## config.mk

```make
export PLATFORM = sky130hd
export DESIGN_NAME = booth_seq_bus_master
export DESIGN_NICKNAME = d
export VERILOG_FILES = /design/src/rtl/booth_seq_bus_master.sv
export SDC_FILE = /design/constraint.sdc
export NUM_CORES = 1
export LEC_CHECK = 0
export ABC_CLOCK_PERIOD_IN_PS = 4200
export CAP_MARGIN = 20
export CORE_ASPECT_RATIO = 0.6
export CORE_MARGIN = 10
export CORE_UTILIZATION = 41
export CTS_CLUSTER_SIZE = 14
export DETAILED_ROUTE_END_ITERATION = 10
export PLACE_DENSITY = 0.64
export SYNTH_ARGS = -nofsm -noshare
export SYNTH_HDL_FRONTEND = slang
export SYNTH_SLANG_ARGS = --single-unit
```

## constraint.sdc

```tcl
create_clock -name clk -period 4.2 [get_ports clk]
set_clock_uncertainty 0.15 [all_clocks]
set_input_delay 0.84 -clock clk [delete_from_list [all_inputs] [get_ports clk]]
set_output_delay 0.84 -clock clk [all_outputs]
set_load 0.01 [all_outputs]
```

## src/rtl/booth_seq_bus_master.sv

```systemverilog
// Sequential radix-2 Booth signed multiplier, one step per clock. The finished
// product is placed on a shared result bus for one granted cycle.
module booth_seq_bus_master #(
    parameter int WIDTH = 8
) (
    input  logic                 clk,
    input  logic                 rst_n,
    input  logic                 start,
    input  logic [WIDTH-1:0]     multiplicand,
    input  logic [WIDTH-1:0]     multiplier,
    input  logic                 bus_grant,
    output logic                 busy,
    output logic                 bus_req,
    output logic                 bus_oe,
    output logic [2*WIDTH-1:0]   bus_data,
    output logic                 done
);

    typedef enum logic [1:0] {
        IDLE,
        CALC,
        WAIT_GRANT,
        DRIVE
    } state_t;

    localparam int             CW        = $clog2(WIDTH + 1);
    localparam logic [CW-1:0]  LAST_STEP = CW'(WIDTH - 1);

    state_t           state;
    state_t           state_nxt;

    // acc carries one guard bit so that M = -2^(WIDTH-1) stays exact.
    logic [WIDTH:0]   acc;
    logic [WIDTH:0]   mcand;
    logic [WIDTH:0]   acc_sum;
    logic [WIDTH:0]   acc_nxt;
    logic [WIDTH-1:0] q;
    logic [WIDTH-1:0] q_nxt;
    logic             q_1;
    logic [CW-1:0]    cnt;
    logic             last_step;

    // One Booth step: add/subtract M, then arithmetic shift of {A, Q, q_1}.
    always_comb begin
        // NOTE: every combinational output gets a default first so no latch is inferred.
        acc_sum = acc;
        case ({q[0], q_1})
            2'b01:   acc_sum = acc + mcand;
            2'b10:   acc_sum = acc - mcand;
            default: acc_sum = acc;
        endcase
        acc_nxt = {acc_sum[WIDTH], acc_sum[WIDTH:1]};
        q_nxt   = {acc_sum[0], q[WIDTH-1:1]};
    end

    assign last_step = (cnt == LAST_STEP);

    // State register.
    always_ff @(posedge clk) begin
        // NOTE: sequential state uses non-blocking assignments so all flops update together.
        if (!rst_n) begin
            state <= IDLE;
        end else begin
            state <= state_nxt;
        end
    end

    // Next-state logic.
    always_comb begin
        state_nxt = state;
        case (state)
            IDLE:       if (start)     state_nxt = CALC;
            CALC:       if (last_step) state_nxt = WAIT_GRANT;
            WAIT_GRANT: if (bus_grant) state_nxt = DRIVE;
            DRIVE:                     state_nxt = IDLE;
            default:                   state_nxt = IDLE;
        endcase
    end

    // Outputs decode straight from the state, so reset to IDLE clears them.
    always_comb begin
        busy    = 1'b0;
        bus_req = 1'b0;
        bus_oe  = 1'b0;
        done    = 1'b0;
        case (state)
            CALC:       busy = 1'b1;
            WAIT_GRANT: begin
                busy    = 1'b1;
                bus_req = 1'b1;
            end
            DRIVE:      begin
                busy   = 1'b1;
                bus_oe = 1'b1;
                done   = 1'b1;
            end
            default:    ;
        endcase
    end

    // Datapath registers and the product register behind the bus buffer.
    always_ff @(posedge clk) begin
        if (!rst_n) begin
            acc      <= '0;
            mcand    <= '0;
            q        <= '0;
            q_1      <= 1'b0;
            cnt      <= '0;
            bus_data <= '0;
        end else begin
            case (state)
                IDLE: begin
                    if (start) begin
                        acc   <= '0;
                        mcand <= {multiplicand[WIDTH-1], multiplicand};
                        q     <= multiplier;
                        q_1   <= 1'b0;
                        cnt   <= '0;
                    end
                end
                CALC: begin
                    acc <= acc_nxt;
                    q   <= q_nxt;
                    q_1 <= q[0];
                    cnt <= cnt + CW'(1);
                    if (last_step) begin
                        bus_data <= {acc_nxt[WIDTH-1:0], q_nxt};
                    end
                end
                default: ;
            endcase
        end
    end

endmodule

```

# Word-level counts from Yosys, hierarchy flattened
# Index checks and enable logic that the tools add are counted.
# totals
regBits	48
# op_classes
n_eq_ne	9
n_reduce_logical	7
add_sub_neg	3
mux	16
# ops
cell	count
9-bit case mux with 2 select lines	2
8-bit case mux with 2 select lines	1
9-bit adder	1
9-bit two-way mux	1
9-bit subtractor	1
8-bit two-way mux	1
2-bit case mux with 4 select lines	1
4-bit case mux with 2 select lines	1
2-bit == test, second input constant	3
2-bit two-way mux	3
2-bit inequality test, second input constant	3
2-bit AND reduction	3
4-bit by 1-bit adder with 4-bit output, second input constant	1
2-bit by 1-bit == test with 1-bit output, second input constant	2
4-bit by 3-bit == test with 1-bit output, second input constant	1
1-bit two-way mux	4
4-bit two-way mux	1
3-bit AND reduction	1
3-bit OR reduction	1
2-bit zero test	1
1-bit case mux with 2 select lines	1
2-bit nonzero test	1

# Depth between registers and ports, before layout
# Gate-level depths: netlist (run 1).
# depth
ltp_word	3
depth_mapped	12
mapped_depth_nobuf	11

# Worst setup path before layout (run 1)
# OpenSTA, ideal clock, no wires.
# synth_timing
path_kind	reg2reg
startpoint	reg mcand[2]
endpoint	reg bus_data[15]
path_buffers	0
arrival_ns	2.549
path_stages_with_launch	11
setup_time_ns	0.129
synth_period_minus_slack_ns	2.828
required_time_ns	3.921
slack_ns	1.372
path_cell_list	dfxtp_1 -> or3_1 -> nor3_1 -> a21oi_1 -> xnor2_1 -> ha_1 -> or4_1 -> o22ai_1 -> mux2_4 -> xor2_1 -> a21oi_2
# synth_between
elab_chain_len	2
elab_cells_between_ends	3
# synth_lines
item	line_no	source
start: declaration	34	logic [WIDTH:0] mcand;
start signal: assignment	115	mcand <= {multiplicand[WIDTH-1], multiplicand};
9-bit subtractor or 9-bit adder (tied branches)	49, 48	
9-bit case mux with 2 select lines (*)	47	case ({q[0], q_1})
end signal: assignment	127	bus_data <= {acc_nxt[WIDTH-1:0], q_nxt};
end: declaration	15	output logic [2*WIDTH-1:0] bus_data,
# Every way passes the cells marked *; elsewhere a longest branch is shown, timed or not.
# A chain may end at the register's enable or synchronous reset.

# Worst setup path after layout (run 1)
# Same ends and word-level chain as after synthesis.

==> results.tsv, run 1 <==
stage	metric	value	unit
floorplan	Die Height	82.0	µm
synthesis	most common flop cell mapped by yosys	dfxtp_1	
timing	Final Hold Viols	0	
synthesis	Seq cells post-synth	47	
route	total number of vias	2233	
worst_setup_path	CP peak stage delay	0.51	ns
floorplan	CORE AREA	0.00617	mm²
cts	clock slew at reported path FFs	0.09	ns
route	via density per instance	5.25	
cts	Root Driver	clkbuf_8	
route	drc violations	0	
final_layout	final-layout fill cell count	624	
cts	clock latency on the worst-skew pair	0.30	ns
synthesis	largest area contributor in the netlist	dfxtp_1	
grt	largest net degree at the start of global routing	53	
floorplan	Row Count	22	
final_layout	area growth from synthesis to layout	20.9	%
worst_setup_path	Worst Setup End Kind	flip-flop	
timing	Final WS setup	1.09	ns
timing	Final Max Slew Viols	0	
placement	detailed placement HPWL	4650	µm
placement	placed insts	417	
synthesis	Seq/Total Area, Yosys	35.8	%
floorplan	Ports	40	
synthesis	Yosys warnings	0	
power_and_ir_drop	VDD IR max	0.000326	V
synthesis	Yosys top cell area share	35.8	%
floorplan	Initial Utilization	42.6	%
worst_hold_path	Hold WC Path Type	reg -> reg	
synthesis	Synth Instances	311	
timing	final setup vio count	0	
synthesis	Net Count, Synth	347	
placement	Setup WS pre-CTS	1.11	ns
synthesis	Avg Inst Size Synth	8.44	µm²
grt	vias in the first global route	2015	
final_layout	Final Net Count	376	
worst_setup_path	Critical path buffers and inverters	0	
timing	Tmin final	3.11	ns
route	Antenna Nets Post-Route	0	
cts	CTS tree	built	
worst_setup_path	Setup CP Type	reg -> reg	
worst_setup_path	Slowest-stage cell, CP	or4_1	
floorplan	die footprint	0.0101	mm²
route	initial DRC count	149	
cts	Setup Buffers After CTS	0	
grt	total track usage	12.8	%
synthesis	top-count cell post-synth	nand2_1	
cts	Sink Count	47	
worst_setup_path	Req. time, crit path	4.21	ns
power_and_ir_drop	static leakage	1.27	nW
timing	RSZ-0062 raised after global routing	false	
worst_setup_path	Worst Path Arrival	3.12	ns
grt	first-pass GRT wire length	10300	µm
cts	number of gates resized after cts	0	
final_layout	layout cells sized above 1	3.81	%
timing	Slew @ Worst Pin	0.944	ns
final_layout	Design Area, Final	0.00317	mm²
synthesis	Post-synth EDFFs	0	
placement	# port buffers	39	
timing	setup TNS	0	ns
worst_setup_path	worst-path maximum fanout	6	
grt	initial antenna violation count	0	
cts	# H-tree levels	2	
synthesis	Synth area leaders	dfxtp_1 36%, nand2_1 7.9%, ha_1 7.1%	
placement	Routability Congestion	0.793	
cts	Clock Path Buffers	2	
final_layout	fin cells	425	
floorplan	DIE WIDTH	123	µm
worst_setup_path	worst-path cell chain	or3_1, nor3_1, nor2_1, xnor2_1, ha_1, or4_1, o22ai_1, mux2_4, xor2_1, a21oi_2	
synthesis	Synth cell types	48	
timing	achievable clock frequency	322	MHz
synthesis	Mapped Area	0.00263	mm²
final_layout	diode count	0	
placement	placed cell areas	0.00306	mm²
synthesis	FFs w/ async S/R, synth	0	%
route	DRT Pass-1 Iters	4	
synthesis	top cells by count, synth	55 x nand2_1, 47 x dfxtp_1, 19 x a21boi_1, 15 x clkbuf_1, 15 x ha_1	
cts	CTS Buf Count	5	
route	wire per inst	14.7	µm
power_and_ir_drop	pwr/cell area	634	mW/mm²
status	status	finished, final reports clean	
timing	period utilization	74.0	%
worst_setup_path	crit-path leading delay family	simple AND/OR/NAND/NOR gates	
flow_run	# Max-Cap Violations	0	
timing	max_slew headroom	36.7	%
grt	GR Overflow Total	0	
cts	Hold Buf Count CTS	0	
route	drt total wl	6230	µm
worst_setup_path	startpoint types	flip-flop	
## worst register-to-register path, delay by kind of cell (launching register included)
kind	cells	cell delay, ns
muxes	1	0.35
adders and majority gates	1	0.24
xor gates and xnor gates	2	0.30
AOI/OAI and AO/OA	2	0.30
DFF	1	0.36
and+or+nand+nor	4	1.29
## registers in the layout (all words and copies together), names as in the netlist
signal    flops
mcand         8
cnt           4
q_1           1
q             8
bus_data     16
acc           8
state         2
## routing by layer
metal  routed length [µm]  vias to the layer above  GRT usage [%]
met4                   25                        0           3.13
met5                    0                        -              0
met2                 2480                       46           17.0
met3                  449                        2           4.52
met1                 3280                     1043           18.7
li1                     -                     1142              -
## area by class of cell
| class | instances | area [µm²] | area share, % |
|---|---|---|---|
| repair buffers | 40 | 398 | 12.5 |
| inverters | 11 | 41.3 | 1.30 |
| clock inverters | 2 | 35.0 | 1.10 |
| multi-input cells | 235 | 1570 | 49.5 |
| well taps | 84 | 105 | 3.31 |
| flip-flops and latches | 47 | 941 | 29.6 |
| clock buffers | 6 | 82.6 | 2.60 |
## worst paths after layout
kind / slack [ns] / end / startpoint / depth (start not counted)
worst min-delay path: 0.30 / bus_data[4] / bus_data[4] / 2
worst max-delay path: 1.09 / bus_data[15] / mcand[2] / 10
worst max register to register: 1.09 / bus_data[15] / mcand[2] / 10
worst min register to register: 0.30 / bus_data[4] / bus_data[4] / 2
## placed cells by master, fill, tap and decap left out, types with 2 or more instances in the layout
| cell | count |
|---|---|
| nor2b_1 | 12 |
| and3_1 | 4 |
| and2_1 | 4 |
| a211oi_1 | 2 |
| a21o_1 | 2 |
| a21boi_1 | 19 |
| a31o_1 | 2 |
| inv_1 | 10 |
| nand2b_1 | 3 |
| nand3_1 | 11 |
| o21ai_1 | 4 |
| nand2_1 | 55 |
| clkbuf_8 | 6 |
| clkdlybuf4s50_1 | 39 |
| xnor2_1 | 9 |
| dfxtp_1 | 47 |
| a22oi_1 | 7 |
| xor2_1 | 2 |
| mux2_1 | 2 |
| nor2_1 | 11 |
| mux2i_1 | 12 |
| a21oi_1 | 10 |
| nor3_1 | 4 |
| ha_1 | 15 |
| a31oi_1 | 3 |
| o211a_1 | 10 |
| o21ai_0 | 9 |
| o21a_1 | 6 |
## power breakdown
group          total (W)  switching (W)  internal, W
Clock           0.000345       0.000152     0.000193
Sequential      0.000600      0.0000753     0.000524
Combinational    0.00107       0.000601     0.000468
## logic make-up (layout without fill, tap and decap cells)
family / count (synthesis) / in the layout / synth area share [%]
AOI/OAI and AO/OA: 83 / 83 / 22.7
and+or+nand+nor: 110 / 110 / 19.5
muxes: 15 / 15 / 6.00
DFF: 47 / 47 / 35.8
buffers and inverters: 29 / 59 / 4.34
xor gates and xnor gates: 11 / 11 / 3.67
adders and majority gates: 16 / 16 / 7.91
## stage by stage
| stage | hold slack (ns) | utilization, % | power (W) |
|---|---|---|---|
| floorplan | 0.294 | - | 0.00144 |
| global placement | 0.290 | 49.6 | 0.00167 |
| detailed placement | 0.294 | 49.6 | 0.00168 |
| CTS | 0.307 | 51.5 | 0.00203 |
| global route | 0.326 | 51.5 | 0.00219 |
| finish | 0.304 | 51.5 | 0.00201 |
No activity file was read; power rests on OpenSTA's default activity.
==> run 2, diff against run 1 <==
--- a/config.mk
+++ b/config.mk
@@ -5,14 +5,14 @@
 export SDC_FILE = /design/constraint.sdc
 export NUM_CORES = 1
 export LEC_CHECK = 0
-export ABC_CLOCK_PERIOD_IN_PS = 4200
+export ABC_CLOCK_PERIOD_IN_PS = 2800
 export CAP_MARGIN = 20
 export CORE_ASPECT_RATIO = 0.6
 export CORE_MARGIN = 10
 export CORE_UTILIZATION = 41
 export CTS_CLUSTER_SIZE = 14
 export DETAILED_ROUTE_END_ITERATION = 10
-export PLACE_DENSITY = 0.64
+export PLACE_DENSITY = 0.67
 export SYNTH_ARGS = -nofsm -noshare
 export SYNTH_HDL_FRONTEND = slang
 export SYNTH_SLANG_ARGS = --single-unit
==> constraint.sdc (replaced) <==
create_clock -name clk -period 2.8 [get_ports clk]
set_clock_uncertainty 0.15 [all_clocks]
set_input_delay 0.56 -clock clk [delete_from_list [all_inputs] [get_ports clk]]
set_output_delay 0.56 -clock clk [all_outputs]
set_load 0.01 [all_outputs]
==> results.tsv, run 2 (synthesis gave the netlist of run 1 again) <==
stage	metric	value	unit
status	status	finished, final reports clean	
power_and_ir_drop	Clock power frac	15.1	%
grt	GR Overflow Total	0	
power_and_ir_drop	Pint	0.00211	W
timing	RSZ-0062 raised after global routing	true	
worst_setup_path	crit-path leading delay family	simple AND/OR/NAND/NOR gates	
flow_run	# Max-Cap Violations	0	
grt	largest net degree at the start of global routing	21	
timing	final setup vio count	0	
worst_setup_path	startpoint types	flip-flop	
grt	first-pass GRT wire length	10700	µm
route	Antenna Nets Post-Route	0	
timing	achievable clock frequency	359	MHz
final_layout	area growth from synthesis to layout	33.0	%
worst_setup_path	Critical path buffers and inverters	0	
final_layout	layout cells sized above 1	16.8	%
final_layout	Final Util	56.7	%
cts	CTS tree	built	
route	DRT Pass-1 Iters	4	
route	via density per instance	5.20	
final_layout	commonest non-fill, non-tap cell in the layout	nand2_1	
power_and_ir_drop	pwr/cell area	1010	mW/mm²
cts	Hold Buf Count CTS	0	
route	initial DRC count	102	
placement	Routability Congestion	0.950	
floorplan	Ports	40	
floorplan	Row Count	22	
floorplan	CORE AREA	0.00617	mm²
route	wire per inst	14.8	µm
power_and_ir_drop	Switching Fraction	40.5	%
final_layout	Design Area, Final	0.00349	mm²
grt	vias in the first global route	2258	
cts	Root Driver	clkbuf_8	
final_layout	diode count	0	
power_and_ir_drop	sequential share of power	25.4	%
cts	clock latency on the worst-skew pair	0.31	ns
timing	period utilization	99.6	%
timing	Slew @ Worst Pin	0.678	ns
worst_setup_path	Worst Setup End Kind	flip-flop	
timing	Final Hold Viols	0	
power_and_ir_drop	Comb power frac	59.5	%
final_layout	max FFs per register	16	
worst_setup_path	worst-path cell chain	or3_4, nor3_4, nor2_1, xnor2_1, ha_1, or4_1, o22ai_2, mux2_4, xor2_2, a21oi_2	
worst_setup_path	CP peak stage delay	0.52	ns
grt	total track usage	13.0	%
timing	Tmin final	2.79	ns
timing	Final Max Slew Viols	0	
worst_setup_path	worst-path maximum fanout	3	
route	drc violations	0	
cts	CTS Buf Count	5	
floorplan	Die Height	82.0	µm
route	drt total wl	6700	µm
floorplan	DIE WIDTH	123	µm
power_and_ir_drop	net switching power	0.00143	W
cts	Clock Path Buffers	2	
placement	placed cell areas	0.00325	mm²
power_and_ir_drop	VDD IR max	0.000374	V
cts	Sink Count	47	
cts	# H-tree levels	2	
route	total number of vias	2354	
timing	max_slew headroom	54.8	%
floorplan	die footprint	0.0101	mm²
power_and_ir_drop	static leakage	1.43	nW
cts	clock slew at reported path FFs	0.10	ns
worst_setup_path	Worst Path Arrival	2.88	ns
placement	Setup WS pre-CTS	-0.0547	ns
placement	detailed placement HPWL	4940	µm
final_layout	commonest non-fill, non-tap cells in the layout	55 x nand2_1, 46 x dfxtp_1, 39 x clkdlybuf4s50_1	
timing	Final WS setup	0.0119	ns
placement	# port buffers	39	
floorplan	Initial Utilization	42.6	%
worst_setup_path	Setup CP Type	reg -> reg	
final_layout	Top reg by flops	bus_data	
grt	initial antenna violation count	0	
worst_setup_path	Slowest-stage cell, CP	or4_1	
final_layout	Final Net Count	404	
worst_setup_path	Req. time, crit path	2.89	ns
worst_hold_path	Hold WC Path Type	reg -> reg	
run 2: what timing repair did:
action | 4_1_cts | 5_1_grt
hold endpoints to repair | 0 | 0
buffers inserted | 1 | 2
gates resized for setup | 6 | 19
setup endpoints to repair | 4 | 12
gates cloned | 0 | 0
pin swaps | 2 | 11
run 2: per-stage QoR:
stage | power, W | hold WS [ns] | instances | setup TNS [ns]
after floorplan | 0.00216 | 0.294 | 311 | 0
after global placement | 0.00268 | 0.291 | 442 | -0.0179
after detailed placement | 0.00271 | 0.296 | 442 | -0.0547
after CTS | 0.00332 | 0.310 | 451 | -0.0544
after global routing | 0.00380 | 0.333 | 453 | -0.214
final | 0.00354 | 0.307 | 453 | 0
run 2: power by group through the flow:
stage | clock [W] | combinational [W] | sequential (W)
finish | 0.000534 | 0.00211 | 0.000899
global route | 0.000568 | 0.00232 | 0.000915
CTS | 0.000540 | 0.00189 | 0.000889
detailed placement | 0 | 0.00181 | 0.000904
global placement | 0 | 0.00178 | 0.000898
floorplan | 0 | 0.00128 | 0.000882
run 2: layout make-up:
class | instances | area (µm²)
timing repair buffer | 68 | 612
fill | 575 | 2670
clock inverter | 2 | 38.8
inverter | 11 | 41.3
clock buffer | 6 | 82.6
tap | 84 | 105
sequential | 47 | 942
multi-input combinational | 235 | 1670
run 2: metal layers:
layer	wire (µm)	up-vias	part of all wire [%]	track usage [%]
met5	0	-	0	0
met4	55	0	0.82	2.78
met3	424	7	6.3	4.59
met2	2830	55	42	19.8
met1	3380	1088	51	17.5
li1	-	1204	-	-
run 2: final timing paths:
kind	endpoint	slack, ns	startpoint	cells past startpoint
worst max-delay path	bus_data[15]	0.01	mcand[2]	10
worst min-delay path	bus_data[4]	0.31	bus_data[4]	2
worst max register to register	bus_data[15]	0.01	mcand[2]	10
worst min register to register	bus_data[4]	0.31	bus_data[4]	2
run 2: tightest hold or removal path, delay by kind of cell (launching register included):
kind / cells / cell delay (ns)
DFF: 1 / 0.32
AOI/OAI and AO/OA: 1 / 0.05
and+or+nand+nor: 1 / 0.05
==> RTL change 1 (config.mk and constraints of run 2) <==
Set the parameter `WIDTH` to 4 (it was 8).
--- a/src/rtl/booth_seq_bus_master.sv
+++ b/src/rtl/booth_seq_bus_master.sv
@@ -1,7 +1,7 @@
 // Sequential radix-2 Booth signed multiplier, one step per clock. The finished
 // product is placed on a shared result bus for one granted cycle.
 module booth_seq_bus_master #(
-    parameter int WIDTH = 8
+    parameter int WIDTH = 4
 ) (
     input  logic                 clk,
     input  logic                 rst_n,
Interface: changed (resized bus_data, multiplicand and multiplier); port bits go from 40 to 24. No check against the original RTL was run, so the function may have changed too.
==> RTL change 1 against run 2 <==
Power decreased by 55%; sequential cell count decreased by 21; routed wire length decreased by 48%; synthesized area decreased by 44%; final area decreased by 48%; setup slack improved by 0.20 ns; via count decreased by 48%; critical path type unchanged; critical endpoint is now acc[3]; largest cell class unchanged; highest routed layer is now met3.
==> RTL change 1: results (changes against run 2) <==
POWER.SWITCHING_uW=629  # -56%
CLK_TRANSITION_REPORTED_PATHS_NS=0.10  # about the same
ROUTABILITY_CONGESTION=0.821  # -14%
INSERTED_CLOCK_BUFFERS=3  # -2
WORST_HOLD_SLACK_NS=0.328  # +0.0209 ns
IR_WORST_VDD_uV=384  # +2.6%
SYNTH-WARNING-COUNT=0  # unchanged
CTS_MAX_PATH_BUFFERS=2  # unchanged
CP_MAX_FANOUT=4  # +1
DRT_PRE_ANTENNA_ITERS=6  # +2
WORSTPATHARRIVAL_NS=2.62  # -0.26 ns
POST_CTS.RESIZED_INSTANCES=0  # -6
SYN_NETS=197  # -43%
INSERTION_DELAY_NS=0.28  # -0.03 ns
SYNTH_TOP_FLOP_CELL='dfxtp_1'
SLEW_HEADROOM_PCT=61.9  # +7.1 points
DRIVE_GT1_SHARE_PCT=5.73  # -11 points
GROUTE.USAGE.OVERALL_PCT=11.0  # -2.1 points
POWER_DENSITY_nW_PER_UM2=891  # -12%
VIASPERCELL=5.14  # -1.2%
GRT_PASS1_WL_UM=5970  # -44%
GRT_PASS1_VIAS=1260  # -44%
GRT_START_MAX_NET_PINS=17  # -19%
INITIAL_ANTENNA_VIOLATION_COUNT=0  # unchanged
SYNTH.CELLS.MOST_FREQUENT='nand2_1, dfxtp_1, nor2_1'
CTS.ROOT.BUFFER_CELL='clkbuf_8'
SYNTH_SEQUENTIAL_AREA_RATIO_PCT=35.1  # -0.69 points
FINAL_NETS=218  # -46%
NETLIST_TOP_CELLS_AREA='dfxtp_1, ha_1, mux2i_1'
R2R_SETUP_SLACK_NS=0.21  # +0.20 ns
PLACE.DETAILED.HPWL_UM=2650  # -46%
BUFFER_PORTS.INSERTED=23  # -41%
LARGEST_REGISTER_FF_COUNT=8  # -8
HOLD_PATH_CLASS='reg2reg'
WORST_STAGE_DELAY_ON_THE_CRITICAL_PATH_NS=0.42  # -0.10 ns
YS_ASYNC_SR_FRACTION_PCT=0  # unchanged
MAXIMUM_LEVEL_OF_THE_CTS_H_TREE=1  # -1
LEAKAGEPOWER_nW=0.734  # -49%
DR.FIRST_ITER.DRC_COUNT=41  # -60%
ANTENNADIODECOUNT=0  # unchanged
PLACED_AREA_UM2=1730  # -47%
TOTALWIRELENGTH_UM=3510  # -48%
CTS_SETUP_BUFFERS=0  # -1
OUTCOME='finished, final reports clean'
NETLIST-CELL-TYPE-COUNT=33  # -31%
TOP_REGISTER='bus_data'
CRITICAL_PATH.SLOWEST_CELL='fa_1'
CRITICAL_PATH.TOP_DELAY_FAMILY='adder cells'
CAP_VIOLATIONS=0  # unchanged
## RTL change 1: cell types whose count changed after synthesis, sizes merged, moves of 9 or more
cell / before / now
nand2: 55 / 27
clkbuf: 15 / 3
a21boi: 20 / 8
dfxtp: 47 / 26
a21oi: 11 / 2
## RTL change 1: final timing paths
kind,from,to,cells past startpoint
worst max-delay path,mcand[0],acc[3],9
worst min-delay path,bus_data[1],bus_data[1],2
worst max register to register,mcand[0],acc[3],9
worst min register to register,bus_data[1],bus_data[1],2
## RTL change 1: logic make-up after synthesis
group                      after synthesis  share of synthesized area (%)
and+or+nand+nor                         66                           20.6
AOI/OAI and AO/OA                       32                           16.4
DFF                                     26                           35.1
buffers and inverters                   19                           5.83
adders and majority gates               13                           11.5
muxes                                   12                           8.19
xor gates and xnor gates                 4                           2.37
## RTL change 1: final cells by class
cell class	instances	area (um^2)
Tap cell	45	56.3
Multi-Input combinational cell	127	875
Inverter	11	41.3
Timing Repair Buffer	24	238
Fill cell	332	1560
Clock inverter	1	30.0
Clock buffer	3	41.3
Sequential cell	26	520
## RTL change 1: power by group through the flow
stage	Clock [mW]	Sequential (mW)	Combinational, mW
floorplan	0	0.482	0.623
global placement	0	0.491	0.766
detailed placement	0	0.497	0.789
CTS	0.326	0.489	0.793
global route	0.338	0.499	0.902
finish	0.318	0.490	0.797
## RTL change 1: worst min-delay path, delay by kind of cell (launching register included)
| family | cells | cell delay (ns) |
|---|---|---|
| AO/OA/AOI/OAI | 1 | 0.07 |
| flip-flops | 1 | 0.32 |
| AND/OR/NAND/NOR | 1 | 0.05 |
## RTL change 1: layer usage
layer / part of all wire, % / track usage (%)
met1: 53 / 13.6
met5: 0 / 0
met4: 0 / 1.08
met2: 40 / 18.1
met3: 6.8 / 4.53
## RTL change 1: through the flow
stage / std cells / setup WS [ns] / util, %
global route: 237 / 0.0535 / 53.6
detailed placement: 233 / 0.234 / 51.5
floorplan: 172 / 0.372 / -
global placement: 233 / 0.313 / 51.5
CTS: 237 / 0.213 / 53.6
finish: 237 / 0.208 / 53.6
==> RTL change 2 (flow settings as in run 2) <==
Made on the original files. Reset style: asynchronous (`rst_n`), changed in 2 clocked blocks.
--- a/src/rtl/booth_seq_bus_master.sv
+++ b/src/rtl/booth_seq_bus_master.sv
@@ -56,7 +56,7 @@
     assign last_step = (cnt == LAST_STEP);
 
     // State register.
-    always_ff @(posedge clk) begin
+    always_ff @(posedge clk or negedge rst_n) begin
         // NOTE: sequential state uses non-blocking assignments so all flops update together.
         if (!rst_n) begin
             state <= IDLE;
@@ -99,7 +99,7 @@
     end
 
     // Datapath registers and the product register behind the bus buffer.
-    always_ff @(posedge clk) begin
+    always_ff @(posedge clk or negedge rst_n) begin
         if (!rst_n) begin
             acc      <= '0;
             mcand    <= '0;
Check against the original RTL: differs if rst_n is asserted again (counterexample within 4 cycles, from zero or initial values and one cycle with rst_n low); with rst_n held inactive, the same outputs for 4 cycles.
==> RTL change 2 against run 2 <==
Final area shrank 4.7%; routed wire length shrank 14%; worst hold slack lost 0.13 ns; synthesized area shrank 2.5%; setup slack gained 0.059 ns; highest routed layer unchanged; clock power shrank 18%; critical path depth is the same; sequential cell count is the same; final cell count shrank 15%; power grew 18%.
==> RTL change 2: results (changes against run 2) <==
GRT_PASS1_VIAS=1875  # -17%
SYNTH_TOP_FLOP_CELL='dfrtp_1'
LEAKAGEPOWER_nW=1.48  # +3.2%
NETLIST_TOP_CELLS_AREA='dfrtp_1, ha_1, mux2_1'
SYN_NETS=285  # -18%
SYNTH_XOR_AREA_SHARE_PCT=4.79  # +1.1 points
FINAL_NETS=337  # -17%
GROUTE.USAGE.OVERALL_PCT=12.0  # -1.1 points
R2R_END='acc[7]'
IR_WORST_VDD_uV=466  # +25%
POWER_REPORT.INTERNAL_TOTAL_mW=2.37  # +13%
POST_SYNTH_FA_HA_MAJ_AREA_FRACTION_PCT=8.11  # +0.20 points
GRT_PASS1_WL_UM=9540  # -11%
SYNTH_SEQUENTIAL_AREA_RATIO_PCT=45.9  # +10 points
MAX_SLEW.WORST_PIN.SLEW_NS=0.597  # -0.0810 ns
WORSTPATHARRIVAL_NS=2.82  # -0.06 ns
ROUTABILITY_CONGESTION=0.814  # -14%
NETLIST-CELL-TYPE-COUNT=43  # -10%
CRITICAL_PATH.SLOWEST_CELL='dfrtp_2'
HOLD_PATH_CLASS='in2async'
OUTCOME='finished, final reports clean'
SYNTH.CELLS.MOST_FREQUENT='dfrtp_1, nand2_1, o21ai_1'
GRT_START_MAX_NET_PINS=48  # +130%
DRIVE_GT1_SHARE_PCT=16.2  # -0.58 points
VIASPERCELL=5.04  # -3.0%
YS_ASYNC_SR_FRACTION_PCT=100  # +100 points
R2R_SETUP_SLACK_NS=0.07  # +0.06 ns
CP_MAX_FANOUT=5  # +2
-- RTL change 2: cell count changes in the layout (fill, tap and decap cells not counted), sizes merged, moves of 10 or more --
| cell | change |
|---|---|
| nor2b | -10 |
| mux2 | +15 |
| nand3 | -10 |
| o211a | -10 |
| o21ai | +15 |
| dfxtp | -47 |
| buf | -12 |
| nand2 | -26 |
| dfrtp | +47 |
| a21boi | -20 |
-- RTL change 2: power groups by stage --
| stage | Sequential (mW) | Combinational [mW] | Clock [mW] |
|---|---|---|---|
| final | 1.10 | 2.63 | 0.438 |
| after floorplan | 1.08 | 1.67 | 0 |
| after global routing | 1.13 | 2.95 | 0.489 |
| after global placement | 1.09 | 2.24 | 0 |
| after CTS | 1.09 | 2.31 | 0.460 |
| after detailed placement | 1.10 | 2.28 | 0 |
-- RTL change 2: worst min-delay path by stage --
stage	from	to	slack, ns	depth (start not counted)
after CTS	rst_n	state[0]	0.21	2
after global routing	rst_n	cnt[3]	0.23	2
final	rst_n	state[0]	0.18	2
after floorplan	rst_n	acc[0]	0.11	0
after detailed placement	bus_data[14]	bus_data[14]	0.32	2
after global placement	acc[0]	acc[0]	0.32	2
-- RTL change 2: repair_timing --
| item | CTS | global route |
|---|---|---|
| endpoints found under the setup margin | 3 | 6 |
| pin swaps | 0 | 12 |
| buffers inserted | 0 | 7 |
| gates resized for setup | 2 | 21 |
-- RTL change 2: final cells by class --
class | instances | area, um^2
fillers | 543 | 2750
multi-input cells | 178 | 1380
flip-flops and latches | 47 | 1180
repair buffers | 55 | 517
well taps | 84 | 105
clock buffers | 7 | 86.3
inverters | 14 | 52.6
clock inverters | 1 | 8.76
-- RTL change 2: through the flow --
| stage | hold WS (ns) | std cells | setup TNS, ns | worst slack, ns | area [um^2] |
|---|---|---|---|---|---|
| after CTS | 0.212 | 378 | -0.0399 | -0.0213 | 3170 |
| after global placement | 0.317 | 370 | 0 | 0.00977 | 3070 |
| after global routing | 0.233 | 386 | -0.359 | -0.113 | 3330 |
| final | 0.182 | 386 | 0 | 0.0714 | 3330 |
| after floorplan | 0.114 | 249 | 0 | 0.0828 | 2560 |
| after detailed placement | 0.323 | 370 | -0.0814 | -0.0602 | 3070 |
-- RTL change 2: logic make-up after synthesis --
kind of cell             Yosys count
flip-flops                        47
XOR/XNOR                          14
AO/OA/AOI/OAI                     55
AND/OR/NAND/NOR                   61
multiplexers                      32
adder cells (fa/ha/maj)           16
buffers and inverters             24
-- RTL change 2: layer usage --
layer	wire length, um	vias up	track usage (%)	part of all wire, %
li1	-	966	-	-
met1	2890	942	17.0	50
met2	2440	35	16.0	42
met3	422	3	5.75	7.3
met4	23	0	2.13	0.40
met5	0	-	0	0
